**config.mk**
```make
export PLATFORM = sky130hd
export DESIGN_NAME = shared_mem_arbiter
export DESIGN_NICKNAME = d
export VERILOG_FILES = /design/src/rtl/mem_arb_pkg.sv /design/src/rtl/rr_arbiter_2.sv /design/src/rtl/shared_mem_arbiter.sv
export SDC_FILE = /design/constraint.sdc
export NUM_CORES = 1
export LEC_CHECK = 0
export CORE_ASPECT_RATIO = 1.2
export CORE_MARGIN = 4
export CORE_UTILIZATION = 40
export CTS_CLUSTER_DIAMETER = 30
export CTS_CLUSTER_SIZE = 28
export DETAILED_ROUTE_END_ITERATION = 12
export PLACE_DENSITY = 0.76
export SKIP_LAST_GASP = 1
export SLEW_MARGIN = 10
export SYNTH_ARGS = -nofsm -noshare
export SYNTH_HDL_FRONTEND = slang
export SYNTH_SLANG_ARGS = --single-unit
```
**constraint.sdc**
```tcl
create_clock -name clk -period 4.2 [get_ports clk]
set_input_delay 0.63 -clock clk [delete_from_list [all_inputs] [get_ports clk]]
set_output_delay 0.63 -clock clk [all_outputs]
set_load 0.01 [all_outputs]
```
**src/rtl/mem_arb_pkg.sv**
```systemverilog
// Shared definitions for the two-port memory arbiter: FSM states, owner ids
// and the full-word byte mask used for instruction fetches.
package mem_arb_pkg;

    typedef enum logic [1:0] {
        IDLE = 2'd0,
        BUSY = 2'd1,
        RESP = 2'd2
    } arb_state_e;

    // Owner / grant ids. A single bit is enough for two requesters.
    localparam logic OWN_I = 1'b0;
    localparam logic OWN_D = 1'b1;

    // Fetches always read the whole word.
    localparam logic [3:0] MASK_WORD = 4'hF;

endpackage

```
**src/rtl/rr_arbiter_2.sv**
```systemverilog
// Two-way round-robin pick: a lone requester wins, and on a conflict the
// requester that was not granted last time wins. Purely combinational.
module rr_arbiter_2
    import mem_arb_pkg::*;
(
    input  logic i_req_i,
    input  logic d_req_i,
    input  logic last_grant_i,
    output logic grant_o,
    output logic any_o
);

    // Winner selection; grant_o is only meaningful while any_o is high.
    always_comb begin
        any_o   = i_req_i | d_req_i;
        grant_o = OWN_I;
        if (i_req_i && d_req_i) begin
            grant_o = ~last_grant_i;
        end else if (d_req_i) begin
            grant_o = OWN_D;
        end
    end

endmodule

```
**src/rtl/shared_mem_arbiter.sv**
```systemverilog
// Shares one single-port memory between the instruction-fetch and load/store
// ports. One transaction in flight at a time, round-robin grants, and a
// watchdog that aborts a transaction the memory never completes.
module shared_mem_arbiter
    import mem_arb_pkg::*;
#(
    parameter int ADDR_W  = 8,
    parameter int DATA_W  = 32,
    parameter int TIMEOUT = 255
) (
    input  logic              clk,
    input  logic              rst,
    input  logic              i_request,
    input  logic [ADDR_W-1:0] i_address,
    output logic              i_valid,
    output logic [DATA_W-1:0] i_data_out,
    input  logic              d_request,
    input  logic              d_we_re,
    input  logic [3:0]        d_mask,
    input  logic [ADDR_W-1:0] d_address,
    input  logic [DATA_W-1:0] d_data_in,
    output logic              d_valid,
    output logic [DATA_W-1:0] d_data_out,
    output logic              m_request,
    output logic              m_we_re,
    output logic [3:0]        m_mask,
    output logic [ADDR_W-1:0] m_address,
    output logic [DATA_W-1:0] m_data_in,
    input  logic              m_valid,
    input  logic [DATA_W-1:0] m_data_out,
    output logic              busy,
    output logic              timeout_err
);

    // Last BUSY cycle allowed before the watchdog fires (counter starts at 0).
    localparam logic [7:0] CNT_LAST = 8'(TIMEOUT - 1);

    arb_state_e        state_q;
    logic              owner_q;
    logic              last_grant_q;
    logic [7:0]        cnt_q;
    logic              i_valid_q;
    logic [DATA_W-1:0] i_data_out_q;
    logic              d_valid_q;
    logic [DATA_W-1:0] d_data_out_q;
    logic              m_request_q;
    logic              m_we_re_q;
    logic [3:0]        m_mask_q;
    logic [ADDR_W-1:0] m_address_q;
    logic [DATA_W-1:0] m_data_in_q;
    logic              busy_q;
    logic              timeout_err_q;

    logic              i_req_masked_d;
    logic              d_req_masked_d;
    logic              grant_d;
    logic              any_d;
    logic [DATA_W-1:0] resp_data_d;

    // The owner being answered must not be re-granted off a request it has
    // not yet had the chance to drop.
    assign i_req_masked_d = i_request & ~((state_q == RESP) & (owner_q == OWN_I));
    assign d_req_masked_d = d_request & ~((state_q == RESP) & (owner_q == OWN_D));

    rr_arbiter_2 u_arb (
        .i_req_i      (i_req_masked_d),
        .d_req_i      (d_req_masked_d),
        .last_grant_i (last_grant_q),
        .grant_o      (grant_d),
        .any_o        (any_d)
    );

    // Stores and watchdog aborts return zero; loads return the memory word.
    assign resp_data_d = (m_valid && !m_we_re_q) ? m_data_out : '0;

    // Transaction FSM with latched memory fields, watchdog and response strobes.
    always_ff @(posedge clk or negedge rst) begin
        if (!rst) begin
            state_q       <= IDLE;
            owner_q       <= OWN_I;
            last_grant_q  <= OWN_D;
            cnt_q         <= '0;
            i_valid_q     <= 1'b0;
            i_data_out_q  <= '0;
            d_valid_q     <= 1'b0;
            d_data_out_q  <= '0;
            m_request_q   <= 1'b0;
            m_we_re_q     <= 1'b0;
            m_mask_q      <= '0;
            m_address_q   <= '0;
            m_data_in_q   <= '0;
            busy_q        <= 1'b0;
            timeout_err_q <= 1'b0;
        end else begin
            case (state_q)
                IDLE: begin
                    if (any_d) begin
                        owner_q      <= grant_d;
                        last_grant_q <= grant_d;
                        cnt_q        <= '0;
                        state_q      <= BUSY;
                        busy_q       <= 1'b1;
                        m_request_q  <= 1'b1;
                        if (grant_d == OWN_I) begin
                            m_we_re_q   <= 1'b0;
                            m_mask_q    <= MASK_WORD;
                            m_address_q <= i_address;
                            m_data_in_q <= '0;
                        end else begin
                            m_we_re_q   <= d_we_re;
                            m_mask_q    <= d_mask;
                            m_address_q <= d_address;
                            m_data_in_q <= d_data_in;
                        end
                    end
                end
                BUSY: begin
                    // m_valid has priority over a watchdog expiry in the same cycle.
                    if (m_valid || (cnt_q == CNT_LAST)) begin
                        state_q     <= RESP;
                        m_request_q <= 1'b0;
                        m_we_re_q   <= 1'b0;
                        m_mask_q    <= '0;
                        m_address_q <= '0;
                        m_data_in_q <= '0;
                        if (!m_valid) begin
                            timeout_err_q <= 1'b1;
                        end
                        if (owner_q == OWN_I) begin
                            i_valid_q    <= 1'b1;
                            i_data_out_q <= resp_data_d;
                        end else begin
                            d_valid_q    <= 1'b1;
                            d_data_out_q <= resp_data_d;
                        end
                    end else begin
                        cnt_q <= cnt_q + 8'd1;
                    end
                end
                RESP: begin
                    state_q      <= IDLE;
                    busy_q       <= 1'b0;
                    i_valid_q    <= 1'b0;
                    i_data_out_q <= '0;
                    d_valid_q    <= 1'b0;
                    d_data_out_q <= '0;
                end
                default: begin
                    state_q <= IDLE;
                end
            endcase
        end
    end

    assign i_valid     = i_valid_q;
    assign i_data_out  = i_data_out_q;
    assign d_valid     = d_valid_q;
    assign d_data_out  = d_data_out_q;
    assign m_request   = m_request_q;
    assign m_we_re     = m_we_re_q;
    assign m_mask      = m_mask_q;
    assign m_address   = m_address_q;
    assign m_data_in   = m_data_in_q;
    assign busy        = busy_q;
    assign timeout_err = timeout_err_q;

endmodule

```
# ---- Yosys cells after proc, flatten, opt, wreduce, memory -nomap -nowiden
# Cells that the tools add are included.
dict set report classes {
  add_sub_neg 1
  eq_ne 8
  mux 40
  bitwise 10
  reduce_logical 16
}
# cell count
set ops {}
lappend ops {{$mux 32} 8}
lappend ops {{$pmux 32 s2} 3}
lappend ops {{$mux 8} 5}
lappend ops {{$pmux 8 s2} 2}
lappend ops {{$reduce_and 3->1} 5}
lappend ops {{$mux 4} 3}
lappend ops {{$mux 1} 10}
lappend ops {{$ne 2x2->1 const B} 5}
lappend ops {{$pmux 1 s2} 5}
lappend ops {{$add 8x1->8 const B} 1}
lappend ops {{$eq 8x8->1 const B} 1}
lappend ops {{$pmux 4 s2} 1}
lappend ops {{$reduce_and 2->1} 3}
lappend ops {{$reduce_bool 2->1} 3}
lappend ops {{$not 1->1} 5}
lappend ops {{$and 1x1->1} 4}
lappend ops {{$mux 2} 2}
lappend ops {{$pmux 2 s2} 1}
lappend ops {{$eq 2x1->1 const B} 1}
lappend ops {{$eq 2x2->1 const B} 1}
lappend ops {{$logic_and 1x1->1} 2}
lappend ops {{$logic_not 2->1} 1}
lappend ops {{$logic_not 1->1} 1}
lappend ops {{$logic_or 1x1->1} 1}
lappend ops {{$or 1x1->1} 1}
dict set report totals {
  reg_bits 126
  input_bits 90
  output_inout_bits 114
  wordCells 90
}

# ---- Logic depth before layout (Yosys ltp)
# Gate-level depths: netlist (run 1).
dict set report logic_depth {
  depth_word 9
  mapped_depth 8
  ltp_nobuf 6
}

# ---- Modules after synthesis
# From an unflattened synthesis (run 1), not the netlist that was laid out.
dict set report hier_totals {
  cells_unflattened 496
  hier_area_um2 5154.9
}
# mod n_inst cells_per_inst area_each_um2
set by_module_without_submodules {}
lappend by_module_without_submodules {shared_mem_arbiter 1 494 5141.2}
lappend by_module_without_submodules {rr_arbiter_2 1 2 13.8}

# ---- Least setup slack after synthesis (run 1)
# OpenSTA, ideal clock, no wires.
dict set report synth_path {
  path_type {flip-flop to flip-flop}
  startpoint {register cnt_q[0]}
  endpoint {register m_data_in_q[24], in the netlist m_data_in[24]}
  setup_time_ns 0.121
  t_arrival_ns 1.685
  t_required_ns 4.079
  path_slack_ns 2.394
  stages_incl_launch_ff 9
  n_path_buf 2
  period_less_slack_ns 1.806
  cell_sequence {dfrtp_1 -> inv_1 -> ha_1 -> and4_1 -> a21oi_2 -> a211o_1 -> buf_6 -> buf_6 -> a22o_1}
}
dict set report synth_between {
  elab_chain_cells 4
}
# item line_no
set synth_lines {}
lappend synth_lines {{start: declaration} shared_mem_arbiter.sv:41} ;# logic [7:0] cnt_q;
lappend synth_lines {{start signal: assignment} shared_mem_arbiter.sv:137} ;# cnt_q <= cnt_q + 8'd1;
lappend synth_lines {{$eq 8x8->1} shared_mem_arbiter.sv:119} ;# if (m_valid || (cnt_q == CNT_LAST)) begin
lappend synth_lines {{$logic_or 1x1->1} shared_mem_arbiter.sv:119}
lappend synth_lines {{$ne 2x2->1 (no source line)} -}
lappend synth_lines {{$reduce_and 3->1 (no source line)} -}
lappend synth_lines {{end signal: assignment} shared_mem_arbiter.sv:113} ;# m_data_in_q <= d_data_in;
lappend synth_lines {{end: declaration} shared_mem_arbiter.sv:50} ;# logic [DATA_W-1:0] m_data_in_q;
# Every way passes these cells.
# A chain may end at the register's enable or synchronous reset.

# ---- Worst setup path after layout (run 1)
dict set report layout_path {
  startpoint {register cnt_q[0]}
  endpoint {register m_address_q[3], in the netlist m_address[3]}
}
dict set report layout_between {
  elab_chain_cells 4
}
# item line_no
set layout_lines {}
lappend layout_lines {{$eq 8x8->1} shared_mem_arbiter.sv:119}
lappend layout_lines {{$logic_or 1x1->1} shared_mem_arbiter.sv:119}
lappend layout_lines {{$ne 2x2->1 (no source line)} -}
lappend layout_lines {{$reduce_and 3->1 (no source line)} -}
lappend layout_lines {{end signal: assignment} shared_mem_arbiter.sv:107} ;# m_address_q <= i_address;
lappend layout_lines {{end signal: assignment} shared_mem_arbiter.sv:112} ;# m_address_q <= d_address;
lappend layout_lines {{end: declaration} shared_mem_arbiter.sv:49} ;# logic [ADDR_W-1:0] m_address_q;
# Every way passes these cells.

==> flow_metrics.py, run 1 <==
metrics = {
    "floorplanning": {
        "io-pin-count": 204,
        "die_h_um": 129.2,
        "dieArea_um2": 14080,
        "rows": 44,
        "die_x_um": 109.0,
        "start_util": 0.4060,
        "core_um2": 12060,
    },
    "route": {
        "avgViaCountPerCell": 5.444,
        "firstDrtPassIters": 5,
        "wl_um": 13260,
        "ant_nets": 0,
        "num_vias": 3909,
        "first_iter_violations": 226,
        "route.detailed.drc": 0,
        "routedWlPerCell_um": 18.47,
    },
    "yosys": {
        "ys_ff_latch": 126,
        "synth_ff_type": "dfrtp_1",
        "synth_seq_area_share": 0.6444,
        "synth.distinct_cells": 43,
        "synth_area_um2": 4895,
        "synth_edf_count": 0,
        "synth_top_area_frac": 0.6391,
        "yosysWarnings": 0,
        "post_synth.cell_area_avg_um2": 14.19,
        "async_flop_share": 1.000,
        "synth_nets": 437,
        "synthTopCellsByArea": "dfrtp_1 (64%), a32o_1 (13%), a22o_1 (5.9%)",
        "syn_inst": 345,
        "yosys.area.top_type": "dfrtp_1",
    },
    "clock_tree": {
        "post-cts-setup-buffers": 0,
        "cts_made_buffers": 17,
        "clock_sinks": 126,
        "worstSkewPairLatency_ns": 0.41,
        "clockBufferDepth": 2,
        "postCtsHoldBufs": 0,
        "clk_pin_slew_worst_paths_ns": 0.06,
        "clockRootBuffer": "clkbuf_16",
        "cts_tree": "done",
        "cts_resized": 0,
        "cts_htree_levels": 4,
    },
    "sta": {
        "clock_skew_ns": 0.009128,
        "final-setup-viol-count": 0,
        "period_minus_slack_ns": 2.713,
        "tightest_slew_ns": 1.087,
        "finalHoldViolCount": 0,
        "fin_crit_sh": 0.6459,
        "fin_tns_setup_ns": 0,
        "clock.fmax_ghz": 0.3686,
        "max_slew_margin": 0.2753,
        "drv_slew": 0,
        "rsz0062_at_grt": "no",
    },
    "power_and_ir_drop": {
        "p_leak_nw": 3.269,
        "power_mw": 5.620,
        "ir_worst_vdd_v": 0.0003134,
        "powerDensity_nw_per_um2": 737.0,
    },
    "job": {
        "max_cap_viol_count": 0,
    },
    "grt": {
        "grt_first_pass_wirelength_um": 20870,
        "antenna_found_initial": 0,
        "grt_pass1_vias": 4046,
        "overflow": 0,
        "grtUsageTotal": 0.1914,
        "grt_max_degree": 69,
    },
    "critical_path": {
        "cp.required_ns": 4.52,
        "worstPathArrival_ns": 3.03,
        "critical_path.startpoint_type": "register",
        "path_class": "register to register",
        "end_kind": "register",
        "crit_fanout": 34,
        "r2r_start": "cnt_q[0]",
        "cp-startpoint": "cnt_q[0]",
        "r2r_cells": 7,
    },
    "finish": {
        "fill_cells": 878,
        "area_growth_pct": 55.78,
        "final_common_cell": "clkdlybuf4s50_1",
        "final_cell_mix": "clkdlybuf4s50_1 (202), dfrtp_1 (125), a32o_1 (64)",
        "fin_nets": 636,
        "diodes": 0,
        "drive_above_1_share": 0.09336,
    },
    "placement": {
        "port_buffers": 203,
        "gp_congestion": 0.7705,
        "place_hpwl_um": 9145,
    },
    "hold_path": {
        "hp-class": "input port to asynchronous set/reset pin",
    },
    "outcome": {
        "status": "finished clean",
    },
}
==> cells in the mapped netlist, drive strengths merged, types with 2 or more instances <==
master and instances:
a22o 33, nor3b 2, ha 2, o21a 2, nor2 13, a21o 5
dfrtp 125, clkbuf 3, or3 2, a21oi 2, and3 2, o2bb2ai 12
nor2b 2, nand4 3, nor3 2, a211oi 2, inv 3, mux2i 8
nand2b 2, o211ai 4, nand2 5, o21ai 3, xor2 2, a32o 64
nand3 3, buf 29, o31ai 3
==> per-layer routing <==
layer	track usage	wire, um	part of all wire	vias up
met3	0.06976	1195	0.090	9
met4	0.05795	155	0.012	0
li1	-	-	-	1775
met1	0.2368	5373	0.41	1942
met5	0	0	0	-
met2	0.3142	6534	0.49	183
==> area by class of cell <==
cell class / count / area [um2] / share of cell area
clock inverters: 13 / 153.9 / 0.02018
clock buffers: 19 / 452.9 / 0.05940
multi-input cells: 184 / 1554 / 0.2038
flip-flops and latches: 126 / 3154 / 0.4137
repair buffers: 212 / 2097 / 0.2750
inverters: 3 / 11.26 / 0.001477
well taps: 161 / 201.4 / 0.02642
==> per-stage QoR <==
stage	setup WS (ns)	instances	hold WS [ns]	cell area, um2	utilization
after global placement	1.424	686	0.4615	7018	0.5821
after floorplan	2.394	345	0.3344	4895	-
after global routing	1.253	718	0.3702	7625	0.6324
final	1.487	718	0.3230	7625	0.6324
after CTS	1.517	718	0.3377	7625	0.6324
after detailed placement	1.319	686	0.4676	7018	0.5821
==> registers in the layout, summed over array words and instances (netlist names) <==
signal,cells
busy,1
cnt_q,8
d_data_out,32
d_valid,1
i_data_out,32
i_valid,1
last_grant_q,1
m_address,8
m_data_in,32
m_mask,4
m_request,1
m_we_re,1
owner_q,1
state_q,2
timeout_err,1
==> logic make-up (layout without fill, tap and decap cells) <==
kind of cell             after synthesis  count (layout)  share of synthesized area
adder cells (fa/ha/maj)                2               2                   0.005112
multiplexers                           8               8                    0.01636
XOR/XNOR                               2               2                   0.003579
flip-flops                           126             126                     0.6444
AND/OR/NAND/NOR                       40              40                    0.04397
AO/OA/AOI/OAI                        132             132                     0.2464
buffers and inverters                 35             247                    0.04013
==> report_power, final <==
part / internal, mW / total (mW) / switching (mW)
logic: 1.22 / 2.17 / 0.951
registers: 1.69 / 1.98 / 0.291
clock network: 0.919 / 1.48 / 0.557
total: 3.82 / 5.62 / 1.80
==> critical path, stage by stage (launching register included) <==
cell and delay [ns]:
dfrtp_1 0.40, inv_1 0.06, ha_1 0.22, and4_1 0.24, a21oi_2 0.30, a211o_1 0.91
buf_4 0.35, o2bb2ai_1 0.14
==> path summary, 6_finish.rpt <==
path	endpoint	slack (ns)
max in group asynchronous	m_data_in[21]	2.88
min in group clk	timeout_err	0.47
setup / recovery	m_address[3]	1.49
setup reg to reg	m_address[3]	1.49
hold reg to reg	timeout_err	0.47
hold / removal	i_data_out[15]	0.32
(Power assumes the default switching activity.)
==> inputs of run 2 (changes only) <==
==> constraint.sdc (replaced) <==
create_clock -name clk -period 2.55 [get_ports clk]
set_input_delay 0.3825 -clock clk [delete_from_list [all_inputs] [get_ports clk]]
set_output_delay 0.3825 -clock clk [all_outputs]
set_load 0.01 [all_outputs]
==> run 2 against run 1 <==
Effect of this change: register-to-register slack got worse by 0.98 ns; critical path depth did not move; fmax increased by 33%; via count grew 0.59%; core utilization increased by 0.46 points; global-route usage down 0.29 points; cell area is 0.72% higher; clock skew increased by 0.0049 ns; hold slack improved by 0.15 ns; count of clock-buffer cells in the layout is 2 lower; non-clock buffer count grew 5; largest cell class unchanged.
==> flow_metrics.py, run 2 (same netlist as run 1, synthesis figures left out) <==
metrics = {
    "power_and_ir_drop": {
        "p_int_mw": 6.350,
        "switching_power_mw": 2.930,
        "ir_worst_vdd_v": 0.0005804,
        "powerDensity_nw_per_um2": 1208,
        "sw_frac_of_total": 0.3157,
        "clockPowerShare": 0.258,
        "power_mw": 9.280,
        "p_leak_nw": 3.300,
        "seqPwrFrac": 0.351,
        "p_comb_frac": 0.391,
    },
    "placement": {
        "gp_congestion": 0.7480,
        "port_buffers": 203,
        "place_hpwl_um": 9347,
    },
    "sta": {
        "clock.fmax_ghz": 0.4905,
        "tightest_slew_ns": 0.6616,
        "period_minus_slack_ns": 2.039,
        "fin_tns_setup_ns": 0,
        "clock_skew_ns": 0.01404,
        "final-setup-viol-count": 0,
        "hold_slack_ns": 0.4766,
        "fin_crit_sh": 0.7994,
        "drv_slew": 0,
        "rsz0062_at_grt": "no",
        "max_slew_margin": 0.5555,
        "finalHoldViolCount": 0,
    },
    "route": {
        "first_iter_violations": 218,
        "wl_um": 13390,
        "num_vias": 3932,
        "ant_nets": 0,
        "avgViaCountPerCell": 5.438,
        "firstDrtPassIters": 4,
        "route.detailed.drc": 0,
        "routedWlPerCell_um": 18.51,
    },
    "grt": {
        "grtUsageTotal": 0.1886,
        "overflow": 0,
        "grt_max_degree": 65,
        "grt_first_pass_wirelength_um": 20690,
        "grt_pass1_vias": 4021,
        "antenna_found_initial": 0,
    },
    "clock_tree": {
        "clock_sinks": 126,
        "cts_made_buffers": 17,
        "worstSkewPairLatency_ns": 0.41,
        "clk_pin_slew_worst_paths_ns": 0.06,
        "post-cts-setup-buffers": 0,
        "cts_tree": "done",
        "clockBufferDepth": 2,
        "clockRootBuffer": "clkbuf_16",
        "cts_htree_levels": 4,
    },
    "finish": {
        "regArea_um2": 3154,
        "final_cell_mix": "clkdlybuf4s50_1 (202), dfrtp_1 (125), a32o_1 (64)",
        "fin_nets": 641,
        "utilization": 0.6370,
        "area_growth_pct": 56.90,
        "final_common_cell": "clkdlybuf4s50_1",
        "multi_input_area_um2": 1554,
        "diodes": 0,
        "drive_above_1_share": 0.09964,
        "fill_cells": 915,
    },
    "floorplanning": {
        "start_util": 0.4060,
        "dieArea_um2": 14080,
        "io-pin-count": 204,
        "die_x_um": 109.0,
        "rows": 44,
        "die_h_um": 129.2,
        "core_um2": 12060,
    },
    "critical_path": {
        "cp.required_ns": 2.88,
        "path_class": "register to register",
        "end_kind": "register",
        "critical_path.startpoint_type": "register",
        "crit_fanout": 32,
        "worstPathArrival_ns": 2.37,
    },
    "outcome": {
        "status": "finished clean",
    },
    "hold_path": {
        "hp-class": "register to register",
    },
    "job": {
        "max_cap_viol_count": 0,
    },
}
## run 2: final timing paths
check / startpoint / to / slack [ns] / cells past startpoint
worst min register to register: m_request / m_request / 0.48 / 1
min in group asynchronous: rst / d_data_out[31] / 0.49 / 2
max in group asynchronous: rst / m_data_in[2] / 1.21 / 3
worst max-delay path: cnt_q[0] / d_data_out[3] / 0.51 / 7
worst min-delay path: m_request / m_request / 0.48 / 1
worst max register to register: cnt_q[0] / d_data_out[3] / 0.51 / 7
## run 2: power by group through the flow
stage	combinational (mW)	sequential, mW	clock, mW
CTS	3.68	3.26	2.45
floorplan	1.34	3.55	0
finish	3.62	3.26	2.40
global route	3.89	3.36	2.54
detailed placement	3.67	3.28	0
global placement	3.59	3.26	0
## run 2: worst max-delay path: stages, from the launching register on
cell and delay [ns]:
dfrtp_1 0.40, inv_1 0.06, ha_1 0.23, and4_1 0.23
a21oi_2 0.31, o21a_1 0.18, buf_4 0.35, a32o_1 0.19
## run 2: layout make-up
| type | count | area share |
|---|---|---|
| clock inverter | 15 | 0.02232 |
| tap | 161 | 0.02623 |
| clock buffer | 17 | 0.05539 |
| inverter | 3 | 0.001466 |
| sequential | 126 | 0.4107 |
| multi-input combinational | 184 | 0.2023 |
| timing repair buffer | 217 | 0.2815 |
## run 2: through the flow
| step | area, um2 | setup slack, ns | std cells |
|---|---|---|---|
| floorplan | 4895 | 0.7439 | 345 |
| finish | 7680 | 0.5114 | 723 |
| detailed placement | 7073 | 0.4811 | 690 |
| CTS | 7680 | 0.5246 | 723 |
| global placement | 7073 | 0.5371 | 690 |
| global route | 7680 | 0.4199 | 723 |
## run 2: layer usage
layer / wire length, um / GRT usage / up-vias
met2: 6566 / 0.3095 / 165
met4: 212 / 0.07504 / 0
met1: 5455 / 0.2365 / 1966
li1: - / - / 1786
met3: 1152 / 0.05132 / 15
met5: 0 / 0 / -
## run 2: repair_timing
action | 4_1_cts | 5_1_grt
hold buffers | 1 | 0
resized for setup | 0 | 0
endpoints found under the hold margin | 37 | 0
==> inputs of run 3 (changes only) <==
--- a/config.mk
+++ b/config.mk
@@ -7,11 +7,11 @@
 export LEC_CHECK = 0
 export CORE_ASPECT_RATIO = 1.2
 export CORE_MARGIN = 4
-export CORE_UTILIZATION = 40
+export CORE_UTILIZATION = 39
 export CTS_CLUSTER_DIAMETER = 30
 export CTS_CLUSTER_SIZE = 28
 export DETAILED_ROUTE_END_ITERATION = 12
-export PLACE_DENSITY = 0.76
+export PLACE_DENSITY = 0.77
 export SKIP_LAST_GASP = 1
 export SLEW_MARGIN = 10
 export SYNTH_ARGS = -nofsm -noshare
==> constraint.sdc (replaced) <==
create_clock -name clk -period 1.7 [get_ports clk]
set_input_delay 0.255 -clock clk [delete_from_list [all_inputs] [get_ports clk]]
set_output_delay 0.255 -clock clk [all_outputs]
set_load 0.01 [all_outputs]
==> run 3 against run 2 <==
Effect of this change: the run now ends with negative setup slack left; sequential power is 50% higher; cell area grew 6.1%; global-route usage up 1.8 points; highest routed layer unchanged; critical path type unchanged.
==> flow_metrics.py, run 3 (same netlist as run 1, synthesis figures left out) <==
metrics = {
    "sta": {
        "period_minus_slack_ns": 1.802,
        "max_slew_margin": 0.7558,
        "drv_slew": 0,
        "tightest_slew_ns": 0.3663,
        "clock.fmax_ghz": 0.5548,
        "fin_crit_sh": 1.060,
        "rsz0062_at_grt": "yes",
        "hold_slack_ns": 0.3229,
        "clock_skew_ns": 0.01763,
        "finalHoldViolCount": 0,
        "final-setup-viol-count": 97,
        "worst_slack_ns": -0.1024,
    },
    "power_and_ir_drop": {
        "powerDensity_nw_per_um2": 1829,
        "p_leak_nw": 3.550,
        "ir_worst_vdd_v": 0.0007936,
    },
    "clock_tree": {
        "cts_made_buffers": 17,
        "clockBufferDepth": 2,
        "clk_pin_slew_worst_paths_ns": 0.06,
        "cts_htree_levels": 4,
        "worstSkewPairLatency_ns": 0.41,
        "cts_tree": "done",
        "clockRootBuffer": "clkbuf_16",
        "clock_sinks": 126,
        "post-cts-setup-buffers": 0,
    },
    "job": {
        "max_cap_viol_count": 0,
    },
    "route": {
        "num_vias": 4121,
        "wl_um": 15040,
        "avgViaCountPerCell": 5.517,
        "first_iter_violations": 252,
        "routedWlPerCell_um": 20.13,
        "ant_nets": 0,
        "firstDrtPassIters": 5,
        "route.detailed.drc": 0,
    },
    "critical_path": {
        "timing.critical_path.buf_inv": 3,
        "end_kind": "register",
        "worstPathArrival_ns": 2.09,
        "path_class": "register to register",
        "cp.required_ns": 1.99,
        "crit_fanout": 8,
        "critical_path.startpoint_type": "register",
        "slowest_stage": "dfrtp_1",
        "path_cells": "inv_2, ha_4, and4_4, a21oi_4, buf_12, o21a_4, clkbuf_16, a32o_1",
        "max_stage_delay_ns": 0.39,
        "critPathTopFamily": "compound AO/OA/AOI/OAI gates",
    },
    "placement": {
        "dp.cells": 708,
        "place_hpwl_um": 9797,
        "port_buffers": 203,
        "gp_congestion": 0.7651,
        "post-place-ws_ns": -0.1281,
    },
    "finish": {
        "final_cell_count_no_fill": 747,
        "final_common_cell": "clkdlybuf4s50_1",
        "fin_nets": 665,
        "area_growth_pct": 66.51,
        "diodes": 0,
        "final_cell_mix": "clkdlybuf4s50_1 (201), dfrtp_1 (125), a32o_1 (62)",
        "drive_above_1_share": 0.1468,
    },
    "floorplanning": {
        "rows": 44,
        "die_x_um": 110.3,
        "io-pin-count": 204,
        "dieArea_um2": 14410,
        "die_h_um": 130.7,
        "core_um2": 12220,
        "start_util": 0.4005,
    },
    "grt": {
        "grt_max_degree": 65,
        "grt_pass1_vias": 4403,
        "grtUsageTotal": 0.2062,
        "overflow": 0,
        "antenna_found_initial": 0,
        "grt_first_pass_wirelength_um": 22750,
    },
    "outcome": {
        "violations": "negative setup slack",
        "status": "complete, but fails checks",
    },
    "hold_path": {
        "hp-class": "input port to asynchronous set/reset pin",
    },
}
run 3: path summary, 6_finish.rpt:
| kind | startpoint | cells past startpoint | slack, ns | end |
|---|---|---|---|---|
| setup / recovery | cnt_q[0] | 8 | -0.10 | i_data_out[15] |
| hold / removal | rst | 2 | 0.32 | i_data_out[14] |
| setup reg to reg | cnt_q[0] | 8 | -0.10 | i_data_out[15] |
| hold reg to reg | timeout_err | 1 | 0.47 | timeout_err |
| max in group asynchronous | rst | 3 | 0.78 | m_data_in[3] |
| min in group clk | d_data_in[7] | 2 | 0.44 | m_data_in[7] |
run 3: through the flow:
stage,setup TNS (ns),utilization,cell area [um2],power [mW]
3_5_place_dp,-9.573,0.5992,7323,10.73
2_1_floorplan,-1.906,-,4897,7.347
6_report,-5.474,0.6669,8150,14.91
5_1_grt,-10.36,0.6669,8150,15.68
3_3_place_gp,-3.889,0.5992,7323,10.54
4_1_cts,-7.978,0.6615,8085,14.88
run 3: cell type report:
type,instances,area (um2)
fill,916,4071
sequential,126,3154
timing repair buffer,241,2572
multi-input combinational,184,1594
clock buffer,20,456.7
tap,161,201.4
clock inverter,12,160.2
inverter,3,11.26
run 3: power by group:
part           leakage, nW  internal (mW)  switching (mW)
Sequential            1.68           4.17           0.732
Combinational         1.58           3.63            2.65
Clock                0.289           2.39            1.33
run 3: what timing repair did:
item                                   in CTS  in global routing
gates resized for setup                     9                  5
pin swaps                                   6                  9
gates cloned                                4                  2
endpoints found under the hold margin      24                  0
hold buffers                                1                  0
setup endpoints to repair                 110                114
run 3: layer usage:
layer	GRT usage	share of wire
met5	0	0
met4	0.07826	0.0099
met3	0.06929	0.10
met2	0.3539	0.52
met1	0.2383	0.37
